--- src/rtl/proc_ctrl_pkg.sv ---
// Shared encodings for the accumulator processor control sequencer:
// opcodes, FSM states, ALU operations and wait-timer sizing.
package proc_ctrl_pkg;

    // Instruction opcodes, IR[7:5]
    localparam logic [2:0] OP_NOP   = 3'b000;
    localparam logic [2:0] OP_LOAD  = 3'b001;
    localparam logic [2:0] OP_STORE = 3'b010;
    localparam logic [2:0] OP_ADD   = 3'b011;
    localparam logic [2:0] OP_SUB   = 3'b100;
    localparam logic [2:0] OP_AND   = 3'b101;
    localparam logic [2:0] OP_JMP   = 3'b110;
    localparam logic [2:0] OP_JZ    = 3'b111;

    // ALU operation select driven towards the datapath
    localparam logic [1:0] ALU_PASS = 2'b00;
    localparam logic [1:0] ALU_ADD  = 2'b01;
    localparam logic [1:0] ALU_SUB  = 2'b10;
    localparam logic [1:0] ALU_AND  = 2'b11;

    // Wide enough for the largest legal MAX_WAIT (255)
    localparam int WAIT_W = 8;

    typedef enum logic [2:0] {
        ST_IDLE   = 3'd0,
        ST_FETCH  = 3'd1,
        ST_DECODE = 3'd2,
        ST_EXEC   = 3'd3,
        ST_MEM    = 3'd4,
        ST_ERROR  = 3'd5
    } state_t;

    function automatic logic [1:0] alu_code(input logic [2:0] op);
        logic [1:0] code;
        code = ALU_PASS;
        case (op)
            OP_ADD:  code = ALU_ADD;
            OP_SUB:  code = ALU_SUB;
            OP_AND:  code = ALU_AND;
            default: code = ALU_PASS;
        endcase
        return code;
    endfunction

    function automatic logic is_alu_op(input logic [2:0] op);
        return (op == OP_ADD) || (op == OP_SUB) || (op == OP_AND);
    endfunction

endpackage

--- src/rtl/proc_wait_timer.sv ---
// Memory stall timer: counts request cycles without acknowledge and flags
// the cycle that is the MAX_WAIT-th consecutive request cycle.
module proc_wait_timer
    import proc_ctrl_pkg::*;
#(
    parameter int MAX_WAIT = 15
) (
    input  logic i_clk,
    input  logic i_rst,
    input  logic i_clear,
    input  logic i_enable,
    output logic o_last
);

    localparam logic [WAIT_W-1:0] LAST_COUNT = WAIT_W'(MAX_WAIT - 1);

    logic [WAIT_W-1:0] r_count;

    // Count holds the number of already-elapsed unacknowledged request cycles
    always_ff @(posedge i_clk) begin
        if (i_rst) begin
            r_count <= '0;
        end else if (i_clear) begin
            r_count <= '0;
        end else if (i_enable && (r_count != {WAIT_W{1'b1}})) begin
            r_count <= r_count + 1'b1;
        end
    end

    assign o_last = (r_count == LAST_COUNT);

endmodule

--- src/rtl/proc_ctrl_fsm.sv ---
// Fetch/decode/execute sequencer for the 8-bit accumulator processor:
// owns the IR, drives the shared memory port and issues datapath strobes.
module proc_ctrl_fsm
    import proc_ctrl_pkg::*;
#(
    parameter int MAX_WAIT = 15,
    parameter int CNT_W    = 16
) (
    input  logic             i_clk,
    input  logic             i_rst,
    input  logic             i_run,
    input  logic             i_mem_ack,
    input  logic [7:0]       i_mem_rdata,
    input  logic             i_zero_flag,
    output logic             o_mem_req,
    output logic             o_mem_we,
    output logic             o_addr_sel,
    output logic             o_pc_inc,
    output logic             o_pc_load,
    output logic             o_acc_load,
    output logic             o_acc_src,
    output logic [1:0]       o_alu_op,
    output logic [2:0]       o_opcode_out,
    output logic [4:0]       o_operand_out,
    output logic             o_busy,
    output logic             o_bus_error,
    output logic [CNT_W-1:0] o_instr_count
);

    state_t           r_state;
    state_t           w_next_state;
    logic [7:0]       r_ir;
    logic [CNT_W-1:0] r_instr_count;
    logic             r_bus_error;

    logic       w_live;
    logic [2:0] w_opcode;
    logic       w_mem_req;
    logic       w_mem_we;
    logic       w_addr_sel;
    logic       w_pc_inc;
    logic       w_pc_load;
    logic       w_acc_load;
    logic       w_acc_src;
    logic [1:0] w_alu_op;
    logic       w_ir_load;
    logic       w_retire;
    logic       w_timer_clear;
    logic       w_timer_en;
    logic       w_wait_last;

    assign w_live   = !i_rst;
    assign w_opcode = r_ir[7:5];

    proc_wait_timer #(
        .MAX_WAIT (MAX_WAIT)
    ) u_wait_timer (
        .i_clk    (i_clk),
        .i_rst    (i_rst),
        .i_clear  (w_timer_clear),
        .i_enable (w_timer_en),
        .o_last   (w_wait_last)
    );

    always_ff @(posedge i_clk) begin
        if (i_rst) begin
            r_state       <= ST_IDLE;
            r_ir          <= 8'h00;
            r_instr_count <= '0;
            r_bus_error   <= 1'b0;
        end else begin
            r_state <= w_next_state;
            if (w_ir_load) begin
                r_ir <= i_mem_rdata;
            end
            if (w_retire) begin
                r_instr_count <= r_instr_count + CNT_W'(1);
            end
            if (w_next_state == ST_ERROR) begin
                r_bus_error <= 1'b1;
            end
        end
    end

    always_comb begin
        w_next_state = r_state;
        w_mem_req    = 1'b0;
        w_mem_we     = 1'b0;
        w_addr_sel   = 1'b0;
        w_pc_inc     = 1'b0;
        w_pc_load    = 1'b0;
        w_acc_load   = 1'b0;
        w_acc_src    = 1'b0;
        w_alu_op     = ALU_PASS;
        w_ir_load    = 1'b0;
        w_retire     = 1'b0;
        w_timer_en   = 1'b0;

        case (r_state)
            ST_IDLE: begin
                if (i_run) begin
                    w_next_state = ST_FETCH;
                end
            end

            ST_FETCH: begin
                w_mem_req = 1'b1;
                if (i_mem_ack) begin
                    w_ir_load    = 1'b1;
                    w_pc_inc     = 1'b1;
                    w_next_state = ST_DECODE;
                end else if (w_wait_last) begin
                    w_next_state = ST_ERROR;
                end else begin
                    w_timer_en = 1'b1;
                end
            end

            ST_DECODE: begin
                case (w_opcode)
                    OP_NOP:            w_retire     = 1'b1;
                    OP_LOAD, OP_STORE: w_next_state = ST_MEM;
                    default:           w_next_state = ST_EXEC;
                endcase
            end

            ST_EXEC: begin
                w_retire = 1'b1;
                if (is_alu_op(w_opcode)) begin
                    w_acc_load = 1'b1;
                    w_alu_op   = alu_code(w_opcode);
                end else if (w_opcode == OP_JMP) begin
                    w_pc_load = 1'b1;
                end else if (w_opcode == OP_JZ) begin
                    w_pc_load = i_zero_flag;
                end
            end

            ST_MEM: begin
                w_mem_req  = 1'b1;
                w_addr_sel = 1'b1;
                w_mem_we   = (w_opcode == OP_STORE);
                if (i_mem_ack) begin
                    w_retire = 1'b1;
                    if (w_opcode == OP_LOAD) begin
                        w_acc_load = 1'b1;
                        w_acc_src  = 1'b1;
                    end
                end else if (w_wait_last) begin
                    w_next_state = ST_ERROR;
                end else begin
                    w_timer_en = 1'b1;
                end
            end

            ST_ERROR: begin
                w_next_state = ST_ERROR;
            end

            default: begin
                w_next_state = ST_IDLE;
            end
        endcase

        // run is only looked at once the current instruction has retired
        if (w_retire) begin
            w_next_state = i_run ? ST_FETCH : ST_IDLE;
        end
    end

    assign w_timer_clear = (w_next_state != r_state) &&
                           ((w_next_state == ST_FETCH) || (w_next_state == ST_MEM));

    // Every output is forced low while reset is asserted
    assign o_mem_req     = w_live & w_mem_req;
    assign o_mem_we      = w_live & w_mem_we;
    assign o_addr_sel    = w_live & w_addr_sel;
    assign o_pc_inc      = w_live & w_pc_inc;
    assign o_pc_load     = w_live & w_pc_load;
    assign o_acc_load    = w_live & w_acc_load;
    assign o_acc_src     = w_live & w_acc_src;
    assign o_alu_op      = {2{w_live}} & w_alu_op;
    assign o_opcode_out  = {3{w_live}} & r_ir[7:5];
    assign o_operand_out = {5{w_live}} & r_ir[4:0];
    assign o_busy        = w_live & (r_state != ST_IDLE) & (r_state != ST_ERROR);
    assign o_bus_error   = w_live & r_bus_error;
    assign o_instr_count = {CNT_W{w_live}} & r_instr_count;

endmodule
--- config.mk ---
export PLATFORM = sky130hd
export DESIGN_NAME = proc_ctrl_fsm
export DESIGN_NICKNAME = d
export VERILOG_FILES = /design/src/rtl/proc_ctrl_pkg.sv /design/src/rtl/proc_wait_timer.sv /design/src/rtl/proc_ctrl_fsm.sv
export SDC_FILE = /design/constraint.sdc
export NUM_CORES = 1
export LEC_CHECK = 0
export ABC_AREA = 1
export ABC_CLOCK_PERIOD_IN_PS = 2500
export BUFFER_PORTS_ARGS = -buffer_cell sky130_fd_sc_hd__buf_4
export CAP_MARGIN = 5
export CORE_MARGIN = 3
export CORE_UTILIZATION = 50
export CTS_CLUSTER_DIAMETER = 60
export DETAILED_ROUTE_END_ITERATION = 12
export PLACE_DENSITY = 0.86
export SLEW_MARGIN = 20
export SYNTH_ARGS = -nofsm -noshare
export SYNTH_HDL_FRONTEND = slang
export SYNTH_SLANG_ARGS = --single-unit
--- constraint.sdc ---
create_clock -name i_clk -period 2.5 [get_ports i_clk]
set_clock_uncertainty 0.1 [all_clocks]
set_input_delay 0.75 -clock i_clk [delete_from_list [all_inputs] [get_ports i_clk]]
set_output_delay 0.75 -clock i_clk [all_outputs]
set_load 0.02 [all_outputs]
* After elaboration in Yosys (flattened, before gate mapping) *
Index checks and enable logic that the tools add are counted.

operators by class
  add/sub/neg operators = 2
  equal/unequal tests = 19
  multiplexer cells = 30
  bitwise gates (word level) = 14
  reductions and logical operators = 12

operator list
  kind                   number
  $eq 3x3->1 const B     8
  $mux 1                 18
  $pmux 3 s6             1
  $add 16x1->16 const B  1
  $and 16x16->16         1
  $mux 3                 5
  $eq 3x2->1 const B     4
  $and 1x1->1            10
  $eq 3x1->1 const B     3
  $add 8x1->8 const B    1
  $eq 8x4->1 const B     1
  $ne 8x8->1 const B     1
  $logic_not 3->1        2
  $pmux 2 s3             1
  $pmux 3 s2             1
  $reduce_or 2->1        3
  $and 5x5->5            1
  $mux 2                 2
  $and 3x3->3            1
  $logic_or 1x1->1       3
  $ne 3x3->1             1
  $ne 3x3->1 const B     1
  $pmux 1 s3             1
  $reduce_bool 3->1      1
  other kinds (4)        5

word-level totals
  flip-flop bits (word level) = 36
  bits of input ports = 13
  output and inout bits = 35
  logic and storage cells = 82

* Logic depth before layout (Yosys ltp) *
  depth in word-level cells = 9
  mapped depth = 11
  mapped depth without buffers = 11

* Modules after synthesis *
Synthesis repeated with hierarchy kept, for this count alone.

second synthesis, totals
  cells, all modules = 322
  area total of the unflattened synthesis = 2092.0 um^2

by module, submodules not included
  module           times used  cells each  area an instance (um^2)  sequential area each (um^2)
  proc_ctrl_fsm    1           249         1611.5                   560.5
  proc_wait_timer  1           73          480.5                    160.2

* Least setup slack after synthesis *
No wires, ideal clock.

  path type = input -> output
  start point = input i_rst
  end point = output o_pc_load
  arrival time = 1.747 ns
  required time = 1.650 ns
  path slack = -0.097 ns
  stages on the path = 4
  path buffers = 1
  path through = buf_2 nor2_1 o211ai_1 nor2_1

on the way
  longest elaborated chain between the ends = 2

ends and longest elaborated chain
  what                RTL line              text
  start: declaration  proc_ctrl_fsm.sv:10   input logic i_rst,
  $logic_not 1->1     proc_ctrl_fsm.sv:52   assign w_live = !i_rst;
  $and 1x1->1         proc_ctrl_fsm.sv:179  assign o_pc_load = w_live & w_pc_load;
  end: declaration    proc_ctrl_fsm.sv:19   output logic o_pc_load,

No other way between the ends.

* Worst setup path in the final report *
  start point = register r_state[2]
  end point = output o_acc_load

on the way
  longest elaborated chain between the ends = 3
  elaborated cells between the ends (all ways) = 4
  those cells by class = eq/ne (2); mux (1); bitwise (1)

ends and longest elaborated chain
  what                                      RTL line              text
  start: declaration                        proc_ctrl_fsm.sv:30   state_t r_state;
  start signal: assignment                  proc_ctrl_fsm.sv:72   r_state <= w_next_state;
  $eq 3x3->1 or $eq 3x2->1 (tied branches)  proc_ctrl_fsm.sv:99   case (r_state)
  $pmux 1 s2 *                              proc_ctrl_fsm.sv:99
  $and 1x1->1 *                             proc_ctrl_fsm.sv:180  assign o_acc_load = w_live & w_acc_load;
  end: declaration                          proc_ctrl_fsm.sv:20   output logic o_acc_load,

Every way passes the cells marked *; elsewhere a longest branch is shown, timed or not.

==> results.ini <==
[timing]
grt_setup_unrepaired=false
slew_violations=0
tns_ps=0
worst_pin_slew_ps=302.3
hold_viol_final=0
relSlewSlack=0.7963
period_share=0.9394
fmax_mhz=425.8
finalCriticalPeriod_ps=2349
finalSetupViolCount=0

[floorplanning]
die_h_um=71.38
start_util=0.5267
coreArea_mm2=0.004058
die_area_mm2=0.005094
io_pins=48
rows=23
dieWidth_um=71.38

[worst_setup_path]
critPathCaptureType=output pin
arrival_ps=1500
r2r_cells=10
criticalPathCategory=reg -> out
reg2reg_slack_ps=570
critPathLaunchType=flop
cp_max_fo=7
r2r-end=u_wait_timer.r_count[2]
crit-reg2reg-launch=r_state[2]
crit_required_ps=1650

[yosys]
yosysTopAreaCellShare=0.3372
synth_area_mm2=0.002137
synth_fp_nets=328
synthCells=312
synth.distinct_cells=37
ys_warn_count=0
yosysTopAreaCell=dfxtp_1
yosys-top-cells-area=dfxtp_1 (34%), inv_1 (8.8%), nor2_1 (8.6%)
synth_seq_area_share=0.3372
syn_area_per_cell_um2=6.850
synth_seq_cells=36

[job]
cap_violations=0

[clocking]
htree_num_levels=2
clock_latency_ps=290
numCtsBuffers=5
clkSlewWorstSetupHoldPaths_ps=70
clock_sinks=36
clockRootBuffer=clkbuf_8
clock_path_buffers=2
cts_resized=0
ctsHoldBuffers=0
cts_tree=done
cts_setup_buffers=0

[min_path]
hp-class=reg -> reg
hold_depth=2
min_from=r_bus_error
hold-path-endpoint=r_bus_error

[finish]
fillers=360
utilization=0.6553
finalNonFillerCells=416
area_growth_syn_to_layout_pct=24.41
antenna_cells=0
drive_gt1_frac=0.2268
nets=382

[global_routing]
grt_pass1_vias=1969
grt_usage=0.2154
grt_start_max_net_pins=26
antenna_found_initial=0
grt_pass1_wl_um=8880
grt_remaining_overflow=0

[route]
wl_per_cell_um=12.46
dr.pass1.iters=4
final_antenna_net_count=0
num_vias=2143
finalWirelength_um=5184
vias_per_cell=5.151
remaining_drc_errors=0
drt_iter0_drc=141

[placement]
io_buffer_count=47
place.gp.congestion=0.9669
dp_cells=409
hpwl_um=3964

[power]
power.leakage_nw=1.214
powerDensity_mw_per_mm2=535.9
ir_drop_uv=328.5

[status]
status=completed

==> layout make-up <==
cell class	instances	area, um^2	share of cell area
Clock inverter	1	5.005	0.001882
Inverter	54	203.9	0.07671
Tap cell	50	62.56	0.02353
Timing Repair Buffer	53	410.4	0.1544
Multi-Input combinational cell	216	1184	0.4452
Clock buffer	6	72.57	0.02729
Sequential cell	36	720.7	0.2711
==> critical path, cell delays in order (launching register included) <==
cell     delay, ps
dfxtp_1        370
inv_2          130
nand3_2        170
a21oi_1        250
nor2_1          60
nor2_1          80
buf_4          140
==> synth_stat cells <==
cell type,count
a21oi_1,24
inv_2,2
dfxtp_1,36
and3_2,1
nand3_2,2
a31oi_1,1
nor2_2,4
nor2_4,2
nand4_1,5
and3_1,1
xor2_1,6
o21ai_0,11
nand2_1,47
nor3_1,11
nor2_8,1
a211oi_1,2
buf_2,1
nor2_1,49
clkbuf_1,2
or2_0,1
nand3_1,20
nor3_4,1
ha_1,3
nand2_4,3
buf_6,1
nand2_2,3
o22a_1,8
nand3_4,1
buf_1,2
a21oi_4,1
inv_1,50
xnor2_1,4
nor4_1,2
clkinv_1,1
clkinv_2,1
o211ai_1,1
nand4_2,1
==> metrics by stage <==
step	setup slack [ps]	area [um^2]	power [mW]	hold slack, ps
after floorplan	8.501	2142	0.9289	351.6
after global placement	200.4	2581	1.040	366.7
after detailed placement	166.3	2581	1.046	376.0
after CTS	156.3	2659	1.431	389.0
after global routing	24.51	2659	1.499	416.1
final	151.5	2659	1.425	381.5
==> registers in the layout, summed over array words and instances, names as in the netlist <==
| register | flops |
|---|---|
| r_bus_error | 1 |
| r_instr_count | 16 |
| u_wait_timer.r_count | 8 |
| r_ir | 8 |
| r_state | 3 |
==> cell families (layout without fill, tap and decap cells) <==
logic type	after synthesis	after routing	share of synthesized area
flops	36	36	0.3372
xor+xnor	10	10	0.04098
compound gates	48	48	0.1358
simple gates	155	155	0.3583
buf+inv	60	114	0.1101
fa+ha+maj	3	3	0.01757
==> power breakdown <==
part	internal [mW]	total, mW	switching, mW
registers	0.611	0.644	0.0323
clock network	0.189	0.386	0.197
logic	0.140	0.395	0.255
==> metal layers <==
layer	vias up	global-route usage	part of all wire
li1	1110	-	-
met1	964	0.2853	0.46
met2	58	0.3378	0.46
met3	11	0.06031	0.063
met4	0	0.07307	0.017
met5	-	0	0
==> placed cells by master, fill, tap and decap left out, types with 2 or more instances in the layout <==
cell      instances
nor4_1            2
clkinv_2          2
xor2_1            6
o22a_1            8
inv_1            50
nor3_1           11
nand2_2           3
nand4_1           5
o21ai_0          11
a211oi_1          2
nand2_4           3
dfxtp_1          36
ha_1              3
clkbuf_8          5
inv_2             2
nand3_1          20
a21oi_1          24
nor2_4            2
xnor2_1           4
nand3_2           2
buf_4            52
nor2_1           48
nor2_2            5
nand2_1          47
==> worst max path at each step <==
stage,start,end,depth (start not counted)
after detailed placement,i_rst,o_alu_op[1],4
after global routing,r_state[2],o_pc_inc,6
after CTS,r_state[2],o_acc_load,6
after global placement,i_rst,o_alu_op[1],4
final,r_state[2],o_acc_load,6
after floorplan,i_rst,o_acc_src,3
Note: power is estimated with default switching activity, not from simulation.
